### config.mk
export PLATFORM = sky130hd
export DESIGN_NAME = imem_loader_flat
export DESIGN_NICKNAME = d
export VERILOG_FILES = /design/src/rtl/imem_loader_pkg.sv /design/src/rtl/imem_loader_if.sv /design/src/rtl/imem_byte_packer.sv /design/src/rtl/imem_loader.sv /design/src/flat_wrapper.sv
export SDC_FILE = /design/constraint.sdc
export NUM_CORES = 1
export LEC_CHECK = 0
export CORE_AREA = 2 2 74 76
export CTS_CLUSTER_SIZE = 25
export DETAILED_ROUTE_END_ITERATION = 8
export DIE_AREA = 0 0 76 78
export GPL_TIMING_DRIVEN = 0
export PLACE_DENSITY = 0.83
export SYNTH_ARGS = -nofsm -noshare
export SYNTH_HDL_FRONTEND = slang
export SYNTH_SLANG_ARGS = --single-unit
### constraint.sdc
create_clock -name clk -period 2.6 [get_ports clk]
set_input_delay 0.39 -clock clk [delete_from_list [all_inputs] [get_ports clk]]
set_output_delay 0.39 -clock clk [all_outputs]
set_load 0.05 [all_outputs]
### src/rtl/imem_loader_pkg.sv
// rtl/imem_loader_pkg.sv - shared state encodings, word geometry and lane helper for the instruction memory loader
package imem_loader_pkg;

   localparam int IMEM_WORD_BYTES = 4;

   localparam logic [2:0] LDR_IDLE  = 3'd0;
   localparam logic [2:0] LDR_RECV  = 3'd1;
   localparam logic [2:0] LDR_WRITE = 3'd2;
   localparam logic [2:0] LDR_CHECK = 3'd3;
   localparam logic [2:0] LDR_DONE  = 3'd4;

   typedef enum logic [2:0] {
      ST_IDLE  = LDR_IDLE,
      ST_RECV  = LDR_RECV,
      ST_WRITE = LDR_WRITE,
      ST_CHECK = LDR_CHECK,
      ST_DONE  = LDR_DONE
   } ldr_state_e;

   // Little-endian placement: lane 0 is the lowest byte address of the word.
   function automatic logic [31:0] lane_insert(input logic [31:0] word,
                                               input logic [1:0]  lane,
                                               input logic [7:0]  data);
      logic [31:0] r;
      r = word;
      r[8*lane +: 8] = data;
      return r;
   endfunction

endpackage

### src/rtl/imem_loader_if.sv
// rtl/imem_loader_if.sv - host byte stream and instruction memory write port of the loader
interface imem_loader_if #(
   parameter int ADDR_BITS = 10
);
   logic                 byte_valid;
   logic [7:0]           byte_data;
   logic                 byte_ready;
   logic                 mem_we;
   logic [ADDR_BITS-3:0] mem_addr;
   logic [31:0]          mem_wdata;

   modport master (output byte_valid, byte_data,
                   input  byte_ready, mem_we, mem_addr, mem_wdata);

   modport slave  (input  byte_valid, byte_data,
                   output byte_ready, mem_we, mem_addr, mem_wdata);
endinterface

### src/rtl/imem_byte_packer.sv
// rtl/imem_byte_packer.sv - packs accepted bytes into a little-endian 32-bit word
module imem_byte_packer
   import imem_loader_pkg::*;
(
   input  logic        clk,
   input  logic        rst_n,
   input  logic        clear,
   input  logic        push,
   input  logic [7:0]  data,
   output logic [31:0] word,
   output logic        word_full
);

   logic [1:0]  cnt_q, cnt_d;
   logic [31:0] word_q, word_d;

   always_comb begin
      cnt_d  = cnt_q;
      word_d = word_q;
      if (clear) begin
         cnt_d  = '0;
         word_d = '0;
      end else if (push) begin
         word_d = lane_insert(word_q, cnt_q, data);
         cnt_d  = cnt_q + 2'd1;
      end
   end

   always_ff @(posedge clk or negedge rst_n) begin
      if (!rst_n) begin
         cnt_q  <= '0;
         word_q <= '0;
      end else begin
         cnt_q  <= cnt_d;
         word_q <= word_d;
      end
   end

   assign word      = word_q;
   assign word_full = push && (cnt_q == 2'(IMEM_WORD_BYTES - 1));

endmodule

### src/rtl/imem_loader.sv
// rtl/imem_loader.sv - boot-time instruction memory loader; IMEM_LOADER_CHECKSUM_EN adds a trailing checksum byte
module imem_loader
   import imem_loader_pkg::*;
#(
   parameter int ADDR_BITS = 10,
   parameter bit BOOT_HOLD = 1'b1
) (
   input  logic                 clk,
   input  logic                 rst_n,
   input  logic                 start,
   input  logic [ADDR_BITS-3:0] len_words,
   imem_loader_if.slave         bus,
   output logic                 cpu_hold,
   output logic                 done,
   output logic                 error
);

   localparam int WA = ADDR_BITS - 2;

   ldr_state_e    state_q, state_d;
   logic [WA-1:0] word_cnt_q, word_cnt_d;
   logic [WA-1:0] last_q, last_d;
   logic          pack_clear, pack_push, word_full;
   logic [31:0]   packed_word;
`ifdef IMEM_LOADER_CHECKSUM_EN
   logic [7:0]    sum_q, sum_d;
   logic          error_q, error_d;
`endif

   assign pack_push = bus.byte_valid && (state_q == ST_RECV);

   imem_byte_packer u_packer (
      .clk       (clk),
      .rst_n     (rst_n),
      .clear     (pack_clear),
      .push      (pack_push),
      .data      (bus.byte_data),
      .word      (packed_word),
      .word_full (word_full)
   );

   always_ff @(posedge clk or negedge rst_n) begin
      if (!rst_n) begin
         state_q    <= ST_IDLE;
         word_cnt_q <= '0;
         last_q     <= '0;
`ifdef IMEM_LOADER_CHECKSUM_EN
         sum_q      <= '0;
         error_q    <= 1'b0;
`endif
      end else begin
         state_q    <= state_d;
         word_cnt_q <= word_cnt_d;
         last_q     <= last_d;
`ifdef IMEM_LOADER_CHECKSUM_EN
         sum_q      <= sum_d;
         error_q    <= error_d;
`endif
      end
   end

   // The last word index is stored instead of the count, so len_words==0 wraps to full depth.
   always_comb begin
      state_d    = state_q;
      word_cnt_d = word_cnt_q;
      last_d     = last_q;
      pack_clear = 1'b0;
`ifdef IMEM_LOADER_CHECKSUM_EN
      sum_d      = sum_q;
      error_d    = error_q;
`endif
      case (state_q)
         ST_IDLE, ST_DONE: begin
            if (start) begin
               state_d    = ST_RECV;
               word_cnt_d = '0;
               last_d     = len_words - 1'b1;
               pack_clear = 1'b1;
`ifdef IMEM_LOADER_CHECKSUM_EN
               sum_d      = '0;
               error_d    = 1'b0;
`endif
            end
         end
         ST_RECV: begin
`ifdef IMEM_LOADER_CHECKSUM_EN
            if (pack_push) sum_d = sum_q + bus.byte_data;
`endif
            if (word_full) state_d = ST_WRITE;
         end
         ST_WRITE: begin
            if (word_cnt_q == last_q) begin
`ifdef IMEM_LOADER_CHECKSUM_EN
               state_d = ST_CHECK;
`else
               state_d = ST_DONE;
`endif
            end else begin
               word_cnt_d = word_cnt_q + 1'b1;
               state_d    = ST_RECV;
            end
         end
`ifdef IMEM_LOADER_CHECKSUM_EN
         ST_CHECK: begin
            if (bus.byte_valid) begin
               error_d = (bus.byte_data != sum_q);
               state_d = ST_DONE;
            end
         end
`endif
         default: state_d = ST_IDLE;
      endcase
   end

   always_comb begin
      bus.byte_ready = 1'b0;
      bus.mem_we     = 1'b0;
      cpu_hold       = BOOT_HOLD;
      done           = 1'b0;
      case (state_q)
         ST_RECV: begin
            bus.byte_ready = 1'b1;
            cpu_hold       = 1'b1;
         end
         ST_WRITE: begin
            bus.mem_we = 1'b1;
            cpu_hold   = 1'b1;
         end
`ifdef IMEM_LOADER_CHECKSUM_EN
         ST_CHECK: begin
            bus.byte_ready = 1'b1;
            cpu_hold       = 1'b1;
         end
         ST_DONE: begin
            done     = 1'b1;
            cpu_hold = error_q;
         end
`else
         ST_DONE: begin
            done     = 1'b1;
            cpu_hold = 1'b0;
         end
`endif
         default: ;
      endcase
   end

   assign bus.mem_addr  = word_cnt_q;
   assign bus.mem_wdata = packed_word;
`ifdef IMEM_LOADER_CHECKSUM_EN
   assign error = error_q;
`else
   assign error = 1'b0;
`endif

endmodule

### src/flat_wrapper.sv
// flat-port wrapper written by rule: the top's interface ports become plain ports
module imem_loader_flat import imem_loader_pkg::*;
#(
   parameter int ADDR_BITS = 10,
   parameter bit BOOT_HOLD = 1'b1
)
  (clk, rst_n, start, len_words, cpu_hold, done, error, bus_byte_valid, bus_byte_data, bus_byte_ready, bus_mem_we, bus_mem_addr, bus_mem_wdata);
  imem_loader_if #(.ADDR_BITS(ADDR_BITS)) bus_i ();
  input  logic clk;
  input  logic rst_n;
  input  logic start;
  input  logic [ADDR_BITS-3:0] len_words;
  output logic cpu_hold;
  output logic done;
  output logic error;
  input wire logic [$bits(bus_i.byte_valid)-1:0] bus_byte_valid;
  input wire logic [$bits(bus_i.byte_data)-1:0] bus_byte_data;
  output wire logic [$bits(bus_i.byte_ready)-1:0] bus_byte_ready;
  output wire logic [$bits(bus_i.mem_we)-1:0] bus_mem_we;
  output wire logic [$bits(bus_i.mem_addr)-1:0] bus_mem_addr;
  output wire logic [$bits(bus_i.mem_wdata)-1:0] bus_mem_wdata;
  assign bus_i.byte_valid = bus_byte_valid;
  assign bus_i.byte_data = bus_byte_data;
  assign bus_byte_ready = bus_i.byte_ready;
  assign bus_mem_we = bus_i.mem_we;
  assign bus_mem_addr = bus_i.mem_addr;
  assign bus_mem_wdata = bus_i.mem_wdata;
  imem_loader #(.ADDR_BITS(ADDR_BITS), .BOOT_HOLD(BOOT_HOLD)) u_core (.clk(clk), .rst_n(rst_n), .start(start), .len_words(len_words), .bus(bus_i), .cpu_hold(cpu_hold), .done(done), .error(error));
endmodule
Word level (Yosys, flattened, before mapping)
Cells that the tools add are included.
{"block": "op_classes", "add_sub_neg": 4, "n_mul": 0, "n_div": 0, "order_cmp": 0, "eq_ne": 8, "n_shift": 2, "mux": 18, "n_bitwise": 0, "n_reduce_logical": 9}
{"cell": "32-bit two-way mux", "n": 2}
{"cell": "5-bit negator with 34-bit output", "n": 1}
{"cell": "8-bit by 34-bit variable shift with 32-bit output (first input constant)", "n": 1}
{"cell": "8-bit by 34-bit variable part select with 32-bit output", "n": 1}
{"cell": "32-bit bitwise mux", "n": 1}
{"cell": "8-bit two-way mux", "n": 2}
{"cell": "8-bit one-hot mux with 2 select lines", "n": 1}
{"cell": "3-bit two-way mux", "n": 3}
{"cell": "3-bit one-hot mux with 3 select lines", "n": 1}
{"cell": "8-bit by 1-bit adder with 8-bit output (second input constant)", "n": 1}
{"cell": "8-bit equality test", "n": 1}
{"cell": "8-bit by 1-bit subtractor with 8-bit output (second input constant)", "n": 1}
{"cell": "1-bit two-way mux", "n": 6}
{"cell": "2-bit != test (second input constant)", "n": 3}
{"cell": "2-bit two-way mux", "n": 2}
{"cell": "2-bit AND reduction", "n": 2}
{"cell": "2-bit nonzero test", "n": 2}
{"cell": "3-bit by 1-bit equality test with 1-bit output (second input constant)", "n": 1}
{"cell": "3-bit by 2-bit equality test with 1-bit output (second input constant)", "n": 1}
{"cell": "3-bit equality test (second input constant)", "n": 1}
{"cell": "3-bit zero test", "n": 1}
{"cell": "3-bit AND reduction", "n": 1}
{"cell": "2-bit by 1-bit adder with 2-bit output (second input constant)", "n": 1}
{"cell": "2-bit equality test (second input constant)", "n": 1}
{"cell": "other kinds (2)", "n": 3}
{"block": "word_totals", "reg_bits": 53, "latchBits": 0, "mem_bits_rw": 0, "romBits": 0, "input_bits": 20, "output_inout_bits": 45, "word_cells": 46, "n_memories": 0}

Longest topological paths before layout
Gate-level depths: netlist (run 1).
{"block": "depth", "ltp_word": 5, "depth_mapped": 7}

Cells and area by module
A second synthesis (run 1) with hierarchy kept.
{"block": "hier_totals", "cells_unflattened": 237, "area_unflattened_um2": 2661.3}
{"module": "imem_byte_packer", "instances": 1, "cells_each": 124, "area_per_inst_um2": 1574.0, "seq_area_each_um2": 850.8}
{"module": "imem_loader", "instances": 1, "cells_each": 113, "area_per_inst_um2": 1087.3, "seq_area_each_um2": 475.5}

Least setup slack after synthesis (run 1)
OpenSTA, ideal clock, no wires.
{"block": "synth_path", "kind": "register -> output", "startpoint": "register u_core.state_q[0]", "endpoint": "output bus_byte_ready", "arrival_ns": 1.666, "required_ns": 2.210, "path_slack_ns": 0.544, "path_stages_with_launch": 2, "path_buffers": 0, "path_cell_list": "dfrtp_1 nor3b_1"}
{"block": "synth_via", "elab_chain_cells": 2}
{"item": "from (decl)", "line": "imem_loader.sv:20", "rtl": "ldr_state_e state_q, state_d;"}
{"item": "from (signal assigned)", "line": "imem_loader.sv:52", "rtl": "state_q <= state_d;"}
{"item": "3-bit by 1-bit equality test with 1-bit output", "line": "imem_loader.sv:120", "rtl": "case (state_q)"}
{"item": "1-bit two-way mux", "line": "imem_loader.sv:120"}
{"item": "to (decl)", "line": "flat_wrapper.sv:18", "rtl": "output wire logic [$bits(bus_i.byte_ready)-1:0] bus_byte_ready;"}
No other way between the ends.

Final worst setup path (run 1)
{"block": "layout_path", "startpoint": "register u_core.state_q[1]", "endpoint": "output bus_mem_we"}
{"block": "layout_via", "elab_chain_cells": 2}
{"item": "3-bit by 2-bit equality test with 1-bit output", "line": "imem_loader.sv:120"}
{"item": "1-bit two-way mux", "line": "imem_loader.sv:120"}
{"item": "to (decl)", "line": "flat_wrapper.sv:19", "rtl": "output wire logic [$bits(bus_i.mem_we)-1:0] bus_mem_we;"}
No other way between the ends.

==> results of run 1 <==
==> critical path, cell delays in order (launching register included) <==
cell and delay [ns]:
dfrtp_1 0.47, or3b_1 0.37, buf_2 0.18, inv_2 0.11
dlygate4sd2_1 0.54
==> through the flow <==
| step | area (µm²) | setup TNS [ns] | cells | hold slack, ns |
|---|---|---|---|---|
| 2_1_floorplan | 2625 | 0 | 270 | 0.09441 |
| 3_3_place_gp | 3343 | -20.96 | 403 | 0.4679 |
| 3_5_place_dp | 3358 | 0 | 404 | 0.4248 |
| 4_1_cts | 3468 | 0 | 412 | 0.09624 |
| 5_1_grt | 3468 | 0 | 412 | 0.1162 |
| 6_report | 3468 | 0 | 412 | 0.06680 |
==> power groups by stage <==
stage	clock (µW)	sequential (µW)	combinational (µW)
floorplan	0	1590	673
global placement	0	1200	1510
global route	599	1220	1670
CTS	564	1190	1560
detailed placement	0	1200	1550
finish	563	1180	1550
==> final timing paths <==
check	startpoint	to	slack, ns
min in group clk	u_core.u_packer.word[3]	u_core.u_packer.word[3]	0.49
worst max register to register	u_core.u_packer.cnt_q[0]	u_core.u_packer.word[19]	0.31
worst max-delay path	u_core.state_q[1]	bus_mem_we	0.22
worst min-delay path	rst_n	u_core.bus.mem_addr[7]	0.07
worst min register to register	u_core.u_packer.word[3]	u_core.u_packer.word[3]	0.49
max in group asynchronous	rst_n	u_core.last_q[1]	1.99
==> cells by family (layout without fill, tap and decap cells) <==
family,count (synthesis),after routing,synth area share
and+or+nand+nor,110,110,0.2174
AOI/OAI and AO/OA,59,59,0.1463
DFF,53,53,0.5052
buffers and inverters,24,96,0.04242
xor gates and xnor gates,15,15,0.05005
adders and majority gates,7,7,0.03336
other,1,1,0.001429
muxes,1,1,0.003813
==> per-layer routing <==
metal  GRT usage  wire length, µm
met4     0.07636              111
met1      0.2920             2746
met3     0.03140              357
met2      0.3518             2862
met5           0                0
==> flip-flops by register name (all words and copies together), names as in the netlist <==
| name | cells |
|---|---|
| u_core.u_packer.word | 32 |
| u_core.u_packer.cnt_q | 2 |
| u_core.last_q | 8 |
| u_core.bus.mem_addr | 8 |
| u_core.state_q | 3 |
==> layout make-up <==
type,instances,area [µm²],area share
Inverter,14,52.55,0.01515
Tap cell,70,87.58,0.02525
Timing Repair Buffer,64,644.4,0.1858
Sequential cell,53,1326,0.3824
Clock inverter,2,38.79,0.01118
Buffer,10,58.81,0.01696
Multi-Input combinational cell,193,1187,0.3424
Clock buffer,6,72.57,0.02092
==> cells in the final DEF (no fill, tap or decap), types with 2 or more instances in the layout <==
| master | netlist | final |
|---|---|---|
| clkdlybuf4s50_1 | 0 | 61 |
| dfrtp_1 | 53 | 53 |
| nand2_1 | 46 | 46 |
| nand3_1 | 22 | 22 |
| a21oi_1 | 19 | 19 |
| o21ai_0 | 15 | 15 |
| inv_1 | 13 | 13 |
| xnor2_1 | 13 | 13 |
| nor2_1 | 12 | 12 |
| a22o_1 | 7 | 7 |
| ha_1 | 7 | 7 |
| buf_4 | 5 | 5 |
| clkbuf_8 | 0 | 5 |
| clkbuf_1 | 3 | 4 |
| buf_2 | 2 | 3 |
| and2_1 | 3 | 3 |
| and4_1 | 3 | 3 |
| nand2b_1 | 3 | 3 |
| nor3_1 | 3 | 3 |
| nand4_1 | 3 | 3 |
| o211ai_1 | 3 | 3 |
| nor3b_1 | 2 | 2 |
| o21ai_1 | 2 | 2 |
| a21o_1 | 2 | 2 |
| nor4_1 | 2 | 2 |
| xor2_1 | 2 | 2 |
| o22ai_1 | 2 | 2 |
| or3_1 | 2 | 2 |
| o221ai_1 | 2 | 2 |
==> results.md, run 1 <==
* Status: complete, no violations
* Starting DRT DRC Count at 141
* Die height at 78 µm
* Inserted Diodes at 0
* Maxcap violations at 0
* GR Util All Layers at 0.2139
* Final wirelength at 6.078 mm
* FFs w/ async S/R, synth at 1.000
* Synth area leader: dfrtp_1
* Worst rel slew slack at 0.3380
* Final ANT Viol Nets at 0
* Critical path class: reg -> out
* # setup viols final at 0
* Clock share of power at 0.171
* Area Overhead vs Synth at 32.13%
* Grt ovf at 0
* CTS resizes at 1
* Synth Net Count at 297
* Fill cells at 391
* Switching portion of total power at 0.4374
* Clock sink total at 53
* H-tree levels at 2
* Crit path arrival time at 1.99 ns
* Post-route core utilization at 0.6878
* TritonCTS buffer count at 5
* Total power at 3298 µW
* Synth area leaders: dfrtp_1 51%, nand2_1 6.6%, xnor2_1 4.3%, nand3_1 4.2%, a21oi_1 3.6%
* Share of cells above drive strength 1 at 0.07895
* Buffers on Ports at 63
* Minimum clock period at 2.378 ns
* Final Hold Vio Count at 0
* Hold Buf Count CTS at 0
* Wire per inst at 14.75 µm
* CP endpoint kind: primary output
* Part of the power in registers at 0.359
* Final Net Count at 368
* Maximum vdd drop at 0.0005622 V
* Final WS setup at 0.2222 ns
* Data required, critical path at 2.21 ns
* Clk_skew at 0.01076 ns
* LEAKAGE at 0.001436 µW
* Clock transition at path regs at 0.10 ns
* Syn Area/Cell at 9.722 µm²
* Clock buffer depth at 2
* PwrDens at 950.8 mW/mm²
* Pin count of the biggest net entering global routing at 30
* # Post-CTS Setup Buffers at 0
* Row count at 26
* Vias per std cell at 5.451
* Largest fanout on the critical path at 8
* Initial antenna violation count at 0
* Comb pwr share at 0.470
* CTS Root Cell: clkbuf_8
* Int Pwr at 1855 µW
* Syn Std Cell Area at 0.002625 mm²
* Initial Utilization at 0.5206
* Ys flop type: dfrtp_1
* HPWL Detailed at 4.503 mm
* Critical Path Source Type: register
* Post-synth EDFFs at 0
* Yosys reg bits at 53
* Unrepaired setup endpoints after global routing: no
* Placeable Area at 0.005042 mm²
* CTS tree: yes
* Synth cell types at 46
* Synth top cells by count: 53 x dfrtp_1, 46 x nand2_1, 22 x nand3_1, 19 x a21oi_1, 15 x o21ai_0
* Die area at 0.005928 mm²
* Yosys warns at 0
* DRC viols at 0
* Pre-CTS setup slack at 0.2907 ns
* Top cell type's share of synthesized area at 0.5052
* Final clock period utilization by the worst path at 0.9146
* Via Count at 2246
* Worst-margin pin slew at 0.9908 ns
* Fin. max-slew vios at 0
* Post-Syn Instances at 270
* GPL Wtd Cong at 0.8475
* Cell with the most instances after synthesis: dfrtp_1
* FF-to-FF path depth at 5
* Worst skew pair latency at 0.31 ns
* Psw at 1443 µW
* Iteration count of the initial detailed-routing pass at 5
* Seq/Total Area, Yosys at 0.5052
* I/O pin count at 65
* First-pass GRT wire length at 10.27 mm
* Die Wd at 76 µm
* Vias in the first global route at 2134
* Min-delay worst type: in -> async
* Peak Freq at 420.5 MHz
Note: power is estimated with default switching activity, not from simulation.
==> run 2: changes to the inputs <==
--- a/config.mk
+++ b/config.mk
@@ -5,10 +5,10 @@
 export SDC_FILE = /design/constraint.sdc
 export NUM_CORES = 1
 export LEC_CHECK = 0
-export CORE_AREA = 2 2 74 76
+export CORE_AREA = 2 2 78 72
 export CTS_CLUSTER_SIZE = 25
 export DETAILED_ROUTE_END_ITERATION = 8
-export DIE_AREA = 0 0 76 78
+export DIE_AREA = 0 0 80 74
 export GPL_TIMING_DRIVEN = 0
 export PLACE_DENSITY = 0.83
 export SYNTH_ARGS = -nofsm -noshare
==> run 2 against run 1 <==
Net effect: hold slack improved by 0.012 ns; global-route usage increased by 0.19 points; die area decreased by 0.13%.
==> results.md, run 2 (synthesis results as in run 1) <==
* Critical Path Source Type: register
* Clock buffer depth at 2 (unchanged)
* TritonCTS buffer count at 5 (unchanged)
* Maxcap violations at 0 (unchanged)
* GPL Wtd Cong at 0.8053 (-5.0%)
* Post-route core utilization at 0.6712 (-0.01662)
* Initial Utilization at 0.5117 (-0.008888)
* # setup viols final at 0 (unchanged)
* Vias per std cell at 5.434 (-0.32%)
* FF-to-FF path depth at 5 (unchanged)
* Status: complete, no violations
* I/O pin count at 65 (unchanged)
* Crit path arrival time at 1.98 ns (about the same)
* Unrepaired setup endpoints after global routing: no
* Buffers on Ports at 63 (unchanged)
* # Post-CTS Setup Buffers at 0 (unchanged)
* Int Pwr at 1777 µW (-4.2%)
* Switching portion of total power at 0.4440 (+0.006517)
* Psw at 1419 µW (-1.6%)
* Fin. max-slew vios at 0 (unchanged)
* First-pass GRT wire length at 9.963 mm (-3.0%)
* Comb pwr share at 0.484 (+0.014)
* Vias in the first global route at 2119 (-0.70%)
* Slowest stage delay, CP at 0.54 ns (about the same)
* Final Hold Vio Count at 0 (unchanged)
* CTS Root Cell: clkbuf_8
* HPWL Detailed at 4.522 mm (+0.43%)
* Pin count of the biggest net entering global routing at 29 (-3.3%)
* Final Net Count at 368 (unchanged)
* Worst skew pair latency at 0.30 ns (about the same)
* LEAKAGE at 0.001424 µW (-0.84%)
* Clock sink total at 53 (unchanged)
* GR Util All Layers at 0.2159 (+0.001920)
* Grt ovf at 0 (unchanged)
* Die Wd at 80 µm (+5.3%)
* Wire per inst at 14.60 µm (-1.0%)
* Worst rel slew slack at 0.4924 (+0.1544)
* Peak Freq at 421.1 MHz (+0.14%)
* Clock transition at path regs at 0.09 ns (about the same)
* DRC viols at 0 (unchanged)
* Final clock period utilization by the worst path at 0.9133 (-0.001237)
* Commonest non-fill, non-tap cell in the layout: clkdlybuf4s50_1
* Share of cells above drive strength 1 at 0.07918 (+0.0002315)
* Data required, critical path at 2.21 ns (about the same)
* Top Metal Used: met4
* H-tree levels at 2 (unchanged)
* Largest fanout on the critical path at 8 (unchanged)
* Critical path's top delay family: buffers and inverters
* Area Overhead vs Synth at 31.17%
* Stages on worst setup path at 4 (unchanged)
* Part of the power in registers at 0.372 (+0.013)
* Via Count at 2217 (-1.3%)
* Die area at 0.005920 mm² (-0.13%)
* Die height at 74 µm (-5.1%)
* Bufs and invs on worst path at 3 (unchanged)
* Placeable Area at 0.005130 mm² (+1.7%)
* CP endpoint kind: primary output
* Row count at 25 (-3.8%)
* R2R setup slack at 0.46 ns (+0.15 ns)
* Min-delay worst type: in -> async
* Most frequent cells in the layout: 61 x clkdlybuf4s50_1, 53 x dfrtp_1, 46 x nand2_1
* CTS tree: yes
* CTS resizes at 1 (unchanged)
* Clk_skew at 0.002701 ns (-0.008063 ns)
* Minimum clock period at 2.375 ns (-0.003216 ns)
* Clock share of power at 0.144 (-0.027)
* Wire length on met3 at 325 µm (-9.0%)
* CP Cell Sequence: or3b_1 > buf_2 > inv_2 > dlygate4sd2_1
* M1 WL at 2.677 mm (-2.5%)
* Iteration count of the initial detailed-routing pass at 4 (-1)
* Final wirelength at 5.956 mm (-2.0%)
* PwrDens at 928.2 mW/mm² (-2.4%)
* Final Instance Area at 0.003443 mm² (-0.72%)
* Met2 WL post-DR at 2.896 mm (+1.2%)
* Maximum vdd drop at 0.0004395 V (-22%)
* Placed inst area at 0.003354 mm² (-0.11%)
* Starting DRT DRC Count at 201 (+43%)
* Worst-margin pin slew at 0.7597 ns (-0.2311 ns)
* Inserted Diodes at 0 (unchanged)
* Slowest stage cell, crit path: dlygate4sd2_1
* Initial antenna violation count at 0 (unchanged)
* Fill cells at 411 (+5.1%)
* Final ANT Viol Nets at 0 (unchanged)
* Max reg flops at 32 (unchanged)
* Hold Buf Count CTS at 0 (unchanged)
* Critical path class: reg -> out
==> run 2: cell types whose count changed in the layout (fill, tap and decap cells not counted) <==
cell | previous run | this run
clkinv_4 | 1 | 0
bufinv_16 | 1 | 0
clkbuf_1 | 4 | 3
clkinvlp_4 | 0 | 1
clkbuf_8 | 5 | 6
==> run 2: worst reg2reg max path, delay by kind of cell (launching register included) <==
family / cells / cell delay, ns
buffers and inverters: 1 / 0.15
and+or+nand+nor: 2 / 0.86
AOI/OAI and AO/OA: 1 / 0.18
DFF: 1 / 0.49
adders and majority gates: 1 / 0.39
==> run 2: power by group through the flow <==
| stage | Clock, µW | Sequential (µW) | Combinational, µW |
|---|---|---|---|
| after global placement | 0 | 1190 | 1510 |
| final | 461 | 1190 | 1550 |
| after floorplan | 0 | 1590 | 673 |
| after CTS | 471 | 1190 | 1550 |
| after detailed placement | 0 | 1200 | 1540 |
| after global routing | 506 | 1220 | 1680 |
==> run 2: routing by layer <==
layer	track usage	up-vias
met5	0	-
met4	0.06403	0
met3	0.03883	5
met2	0.3444	61
met1	0.3065	1068
li1	-	1083
==> run 2: cell type report <==
cell class | instances | area [µm²] | area share
Tap cell | 67 | 83.83 | 0.02435
Inverter | 14 | 52.55 | 0.01526
Timing Repair Buffer | 64 | 644.4 | 0.1871
Clock buffer | 6 | 82.58 | 0.02398
Multi-Input combinational cell | 193 | 1187 | 0.3448
Buffer | 10 | 58.81 | 0.01708
Clock inverter | 1 | 7.507 | 0.002180
Sequential cell | 53 | 1326 | 0.3852
==> run 2: worst paths after layout <==
kind | start | end
min in group clk | u_core.u_packer.word[1] | u_core.u_packer.word[1]
max in group asynchronous | rst_n | u_core.u_packer.word[6]
max | u_core.state_q[1] | bus_mem_we
min | rst_n | u_core.bus.mem_addr[7]
min reg2reg | u_core.u_packer.word[1] | u_core.u_packer.word[1]
max reg2reg | u_core.u_packer.cnt_q[0] | u_core.u_packer.word[22]
==> run 2: metrics by stage <==
| step | instances | TNS, ns | hold slack [ns] | power (µW) | setup WS, ns |
|---|---|---|---|---|---|
| floorplan | 270 | 0 | 0.09441 | 2263 | 0.5440 |
| global placement | 400 | -20.03 | 0.4633 | 2707 | -0.3804 |
| detailed placement | 401 | 0 | 0.4243 | 2746 | 0.2867 |
| CTS | 408 | 0 | 0.09114 | 3212 | 0.2243 |
| global route | 408 | 0 | 0.1303 | 3401 | 0.1382 |
| finish | 408 | 0 | 0.07868 | 3196 | 0.2254 |
==> run 3: changes to the inputs <==
--- a/config.mk
+++ b/config.mk
@@ -5,6 +5,7 @@
 export SDC_FILE = /design/constraint.sdc
 export NUM_CORES = 1
 export LEC_CHECK = 0
+export CAP_MARGIN = 20
 export CORE_AREA = 2 2 78 72
 export CTS_CLUSTER_SIZE = 25
 export DETAILED_ROUTE_END_ITERATION = 8
==> results of run 3 <==
Same layout as run 2: the final DEF is identical, and so are final timing and power.
==> RTL change 1: new RTL, config.mk and constraints of run 3 <==
`BOOT_HOLD` is set to 1'b1 in 2 places; all go to 1'b0.
--- a/src/rtl/imem_loader.sv
+++ b/src/rtl/imem_loader.sv
@@ -4,5 +4,5 @@
 #(
    parameter int ADDR_BITS = 10,
-   parameter bit BOOT_HOLD = 1'b1
+   parameter bit BOOT_HOLD = 1'b0
 ) (
    input  logic                 clk,
--- a/src/flat_wrapper.sv
+++ b/src/flat_wrapper.sv
@@ -3,5 +3,5 @@
 #(
    parameter int ADDR_BITS = 10,
-   parameter bit BOOT_HOLD = 1'b1
+   parameter bit BOOT_HOLD = 1'b0
 )
   (clk, rst_n, start, len_words, cpu_hold, done, error, bus_byte_valid, bus_byte_data, bus_byte_ready, bus_mem_we, bus_mem_addr, bus_mem_wdata);
Function: changed (a bounded check fails within 4 cycles, from zero or initial values and one cycle with rst_n low).
==> RTL change 1 against run 3 <==
  * Combinational power decreased by 5%
  * Power about the same
  * Sequential cell count unchanged
  * Cell area down 2.1%
  * Synthesized area shrank 3.8%
  * Worst setup slack better by 55 ps
  * Die area unchanged
  * Wire length fell by 5.8%
  * Critical path type unchanged
  * Largest cell class unchanged
  * Highest routed layer unchanged
==> RTL change 1: results (changes against run 3) <==
[drt]
wl_per_cell_um = 15.0  ; +2.5%
vias = 1975  ; -11%
drt_iter0_drc = 65  ; -68%
firstDrtPassIters = 6  ; +2
wl_mm = 5.61  ; -5.8%

[layout]
nNetsFinal = 334  ; -9.2%
drive_gt1_share_pct = 9.74  ; +1.8 points

[global_route]
grt_max_degree = 33  ; +14%
grt_use_total_pct = 20.5  ; -1.1 points
grt_pass1_wl_mm = 9.38  ; -5.9%
grt_pass1_vias = 1904  ; -10%

[placement]
postPlaceCellArea_sq_mm = 0.00326  ; -2.9%
place_congestion = 0.787  ; -2.2%
pre_cts_slack_ps = 326  ; +39.4 ps
post-dp-hpwl_mm = 4.32  ; -4.6%

[sta]
relSlewSlack_pct = 54.7  ; +5.5 points
skew_ps = 5.93  ; +3.23 ps

[yosys]
synthTopCellsByArea = dfrtp_1 (53%), a22o_1 (8.3%), nand2_1 (5.3%)
synth_area_per_cell_sq_um = 10.7  ; +10%
ys_top_cells_by_count = dfrtp_1 (53), nand2_1 (36), a22o_1 (24)
syn_nets = 263  ; -11%
synth_cell_types = 43  ; -6.5%
yosysSeqAreaShare_pct = 52.5  ; +2.0 points

[clock_tree]
cts_root_buffer = clkbuf_8

[setup_path]
path_max_fanout = 9  ; +1
cp_data_arrival_time_ps = 1930  ; -50 ps
critPathSlowestCell = or3b_2
crit_family = buffers and inverters

[pwr]
p_leak_nw = 1.52  ; +7.0%

[outcome]
outcome = completed

RTL change 1: layout make-up:
cell class / instances / area [sq um]
plain buffers: 8 / 45.0
clock buffers: 6 / 72.6
clock inverters: 2 / 38.8
fillers: 411 / 1760
inverters: 7 / 26.3
multi-input cells: 168 / 1130
flip-flops and latches: 53 / 1330
well taps: 67 / 83.8
repair buffers: 64 / 649
RTL change 1: per-layer routing:
layer | wire, um | up-vias | track usage [%] | part of all wire [%]
met5 | 0 | - | 0 | 0
met4 | 67 | 0 | 5.27 | 1.2
met3 | 161 | 7 | 4.00 | 2.9
met2 | 2740 | 37 | 33.4 | 49
met1 | 2640 | 961 | 28.6 | 47
li1 | - | 970 | - | -
RTL change 1: logic make-up (layout without fill, tap and decap cells):
logic type / after synthesis / after routing / synth area share [%]
buffers and inverters: 15 / 87 / 2.82
AOI/OAI and AO/OA: 58 / 58 / 16.6
muxes: 1 / 1 / 0.446
adders and majority gates: 7 / 7 / 3.47
xor gates and xnor gates: 18 / 18 / 6.24
and+or+nand+nor: 83 / 83 / 17.7
other: 1 / 1 / 0.148
DFF: 53 / 53 / 52.5
RTL change 1: power breakdown:
part           switching (W)  total [W]  internal [W]
sequential          0.000157    0.00118       0.00102
clock               0.000257   0.000546      0.000289
combinational       0.000964    0.00147      0.000509
RTL change 1: path summary, 6_finish.rpt:
kind	to	slack (ps)
max	bus_byte_ready	280
min	u_core.u_packer.word[6]	40
max reg2reg	u_core.u_packer.word[6]	530
min reg2reg	u_core.u_packer.word[4]	490
max in group asynchronous	u_core.bus.mem_addr[2]	2010
min in group clk	u_core.u_packer.word[4]	490
RTL change 1: worst reg2reg max path, stage by stage, from the launching register on:
cell	delay, ps
dfrtp_1	490
inv_1	120
ha_1	390
nor4b_2	660
nand2_1	150
o21ai_0	180
==> RTL change 2: new RTL, config.mk and constraints of run 3 <==
Made on the original files. Make the reset (`rst_n`) synchronous in 2 clocked blocks.
--- a/src/rtl/imem_byte_packer.sv
+++ b/src/rtl/imem_byte_packer.sv
@@ -27,5 +27,5 @@
    end
 
-   always_ff @(posedge clk or negedge rst_n) begin
+   always_ff @(posedge clk) begin
       if (!rst_n) begin
          cnt_q  <= '0;
--- a/src/rtl/imem_loader.sv
+++ b/src/rtl/imem_loader.sv
@@ -40,5 +40,5 @@
    );
 
-   always_ff @(posedge clk or negedge rst_n) begin
+   always_ff @(posedge clk) begin
       if (!rst_n) begin
          state_q    <= ST_IDLE;
Formal check against the unedited RTL: differs if rst_n is asserted again (counterexample within 4 cycles, from zero or initial values and one cycle with rst_n low); with rst_n held inactive, the same outputs for 10 cycles.
==> RTL change 2 against run 3 <==
  * Hold slack gained 370 ps
  * Worst setup slack lost 100 ps
  * Synthesized area shrank 4.2%
  * Critical path type unchanged
  * Synthesized cell count grew 11%
  * Cell area shrank 3.9%
  * Sequential cell count is the same
  * Global-route usage shrank 0.55 points
  * Clock skew grew 3.8 ps
  * Wire length grew 2.8%
  * Non-clock buffer count grew 7
  * Highest routed layer unchanged
Power is not compared: it rests on default switching activity, and its combinational part moved more than twofold at a synthesized area within 25%.
==> RTL change 2: results (changes against run 3) <==
[pwr]
vdd_drop_max_v = 0.000302
p_leak_nw = 1.09
sw_frac_of_total_pct = 26.6

[drt]
wl_met3_um = 316  ; -2.8%
routed-wl-met2_mm = 2.84  ; -2.0%
firstDrtPassIters = 4  ; unchanged
wl_met1_mm = 2.88  ; +7.4%
wl_per_cell_um = 14.0  ; -3.8%
drt_iter0_drc = 156  ; -22%
vias = 2382  ; +7.4%
highest_layer = met4

[placement]
place_congestion = 0.819  ; +1.7%
pre_cts_slack_ps = 284  ; -2.85 ps
portBuffers = 62  ; -1.6%
post-dp-hpwl_mm = 4.51  ; -0.25%

[clock_tree]
cts_buffers = 5  ; unchanged
post_cts_buffers = 0  ; unchanged
cts_resized = 0  ; -1
htreeDepth = 2  ; unchanged
cts_root_buffer = clkbuf_8
clk_latency_ps = 310
cts_buffer_depth = 2  ; unchanged
clkTransAtPathRegs_ps = 90  ; about the same

[yosys]
syn_nets = 327  ; +10%
synthTopCellsByArea = dfxtp_1 (42%), a21oi_1 (7.2%), nand2_1 (7.2%)
yosysSeqAreaShare_pct = 42.2  ; -8.3 points
synth_cell_types = 45  ; -2.2%
yosysWarnings = 0  ; unchanged
synth-async-reset-ratio_pct = 0  ; -100 points
ys_top_cells_by_count = dfxtp_1 (53), nand2_1 (48), a21oi_1 (36)

[sta]
relSlewSlack_pct = 36.6  ; -13 points
skew_ps = 6.50  ; +3.80 ps

[outcome]
outcome = completed

[layout]
drive_gt1_share_pct = 7.86  ; -0.059 points
nFillCells = 449  ; +9.2%
nNetsFinal = 396  ; +7.6%
largest_reg_flops = 32  ; unchanged
n_antenna_cell = 0  ; unchanged

[global_route]
grt_max_degree = 16  ; -45%
grt_use_total_pct = 21.0  ; -0.55 points
grt_pass1_vias = 2186  ; +3.2%
antenna_found_initial = 0  ; unchanged
grt_pass1_wl_mm = 9.81  ; -1.5%

[setup_path]
path_max_fanout = 10  ; +2

[min_path]
worst_hold_path_type = reg -> reg

## RTL change 2: cell types whose count changed after synthesis, sizes merged, moves of 5 or more
cell,delta
nor2,+5
a211oi,+7
inv,-6
nand3,+12
a22o,-7
o21ai,-15
buf,+9
dfrtp,-53
a21oi,+16
dfxtp,+53
## RTL change 2: final timing paths
| path | slack [ps] | start | to | depth (start not counted) |
|---|---|---|---|---|
| max reg2reg | 360 | u_core.u_packer.cnt_q[0] | u_core.u_packer.word[16] | 5 |
| min reg2reg | 450 | u_core.u_packer.word[12] | u_core.u_packer.word[12] | 2 |
| min | 450 | u_core.u_packer.word[12] | u_core.u_packer.word[12] | 2 |
| max | 120 | u_core.state_q[1] | bus_mem_we | 3 |
## RTL change 2: power by group through the flow
stage / sequential, W / clock, W / combinational (W)
finish: 0.000836 / 0.000483 / 0.000207
global route: 0.000838 / 0.000511 / 0.000226
CTS: 0.000836 / 0.000483 / 0.000206
detailed placement: 0.000855 / 0 / 0.000205
global placement: 0.000855 / 0 / 0.000202
floorplan: 0.000865 / 0 / 0.000119
## RTL change 2: cell families after synthesis
group | count (synthesis) | synth area share, %
simple gates | 134 | 27.4
compound gates | 61 | 15.5
flops | 53 | 42.2
buf+inv | 27 | 5.12
xor+xnor | 13 | 4.53
fa+ha+maj | 7 | 3.48
mux | 4 | 1.59
other cells | 1 | 0.149
## RTL change 2: area by class of cell
class	count	share of cell area [%]
Tap cell	67	2.53
Clock buffer	6	2.50
Clock inverter	1	0.227
Sequential cell	53	32.1
Buffer	19	2.99
Inverter	8	0.907
Multi-Input combinational cell	220	40.0
Timing Repair Buffer	62	18.8
## RTL change 2: worst max-delay path, stage by stage (launching register included)
cell	delay, ps
dfxtp_1	320
buf_4	140
nor3b_4	430
clkdlybuf4s50_1	890
## RTL change 2: layer usage
| metal | track usage, % | up-vias |
|---|---|---|
| li1 | - | 1188 |
| met3 | 4.98 | 10 |
| met1 | 28.3 | 1119 |
| met2 | 34.1 | 65 |
| met5 | 0 | - |
| met4 | 6.21 | 0 |
## RTL change 2: per-stage QoR
step / cells / total power, W / utilization, % / instance area (sq um) / hold WS (ps)
after floorplan: 300 / 0.000983 / - / 2510 / 486
after global placement: 429 / 0.00106 / 62.8 / 3220 / 438
after detailed placement: 429 / 0.00106 / 62.8 / 3220 / 442
after CTS: 436 / 0.00152 / 64.5 / 3310 / 455
after global routing: 436 / 0.00158 / 64.5 / 3310 / 476
final: 436 / 0.00153 / 64.5 / 3310 / 453
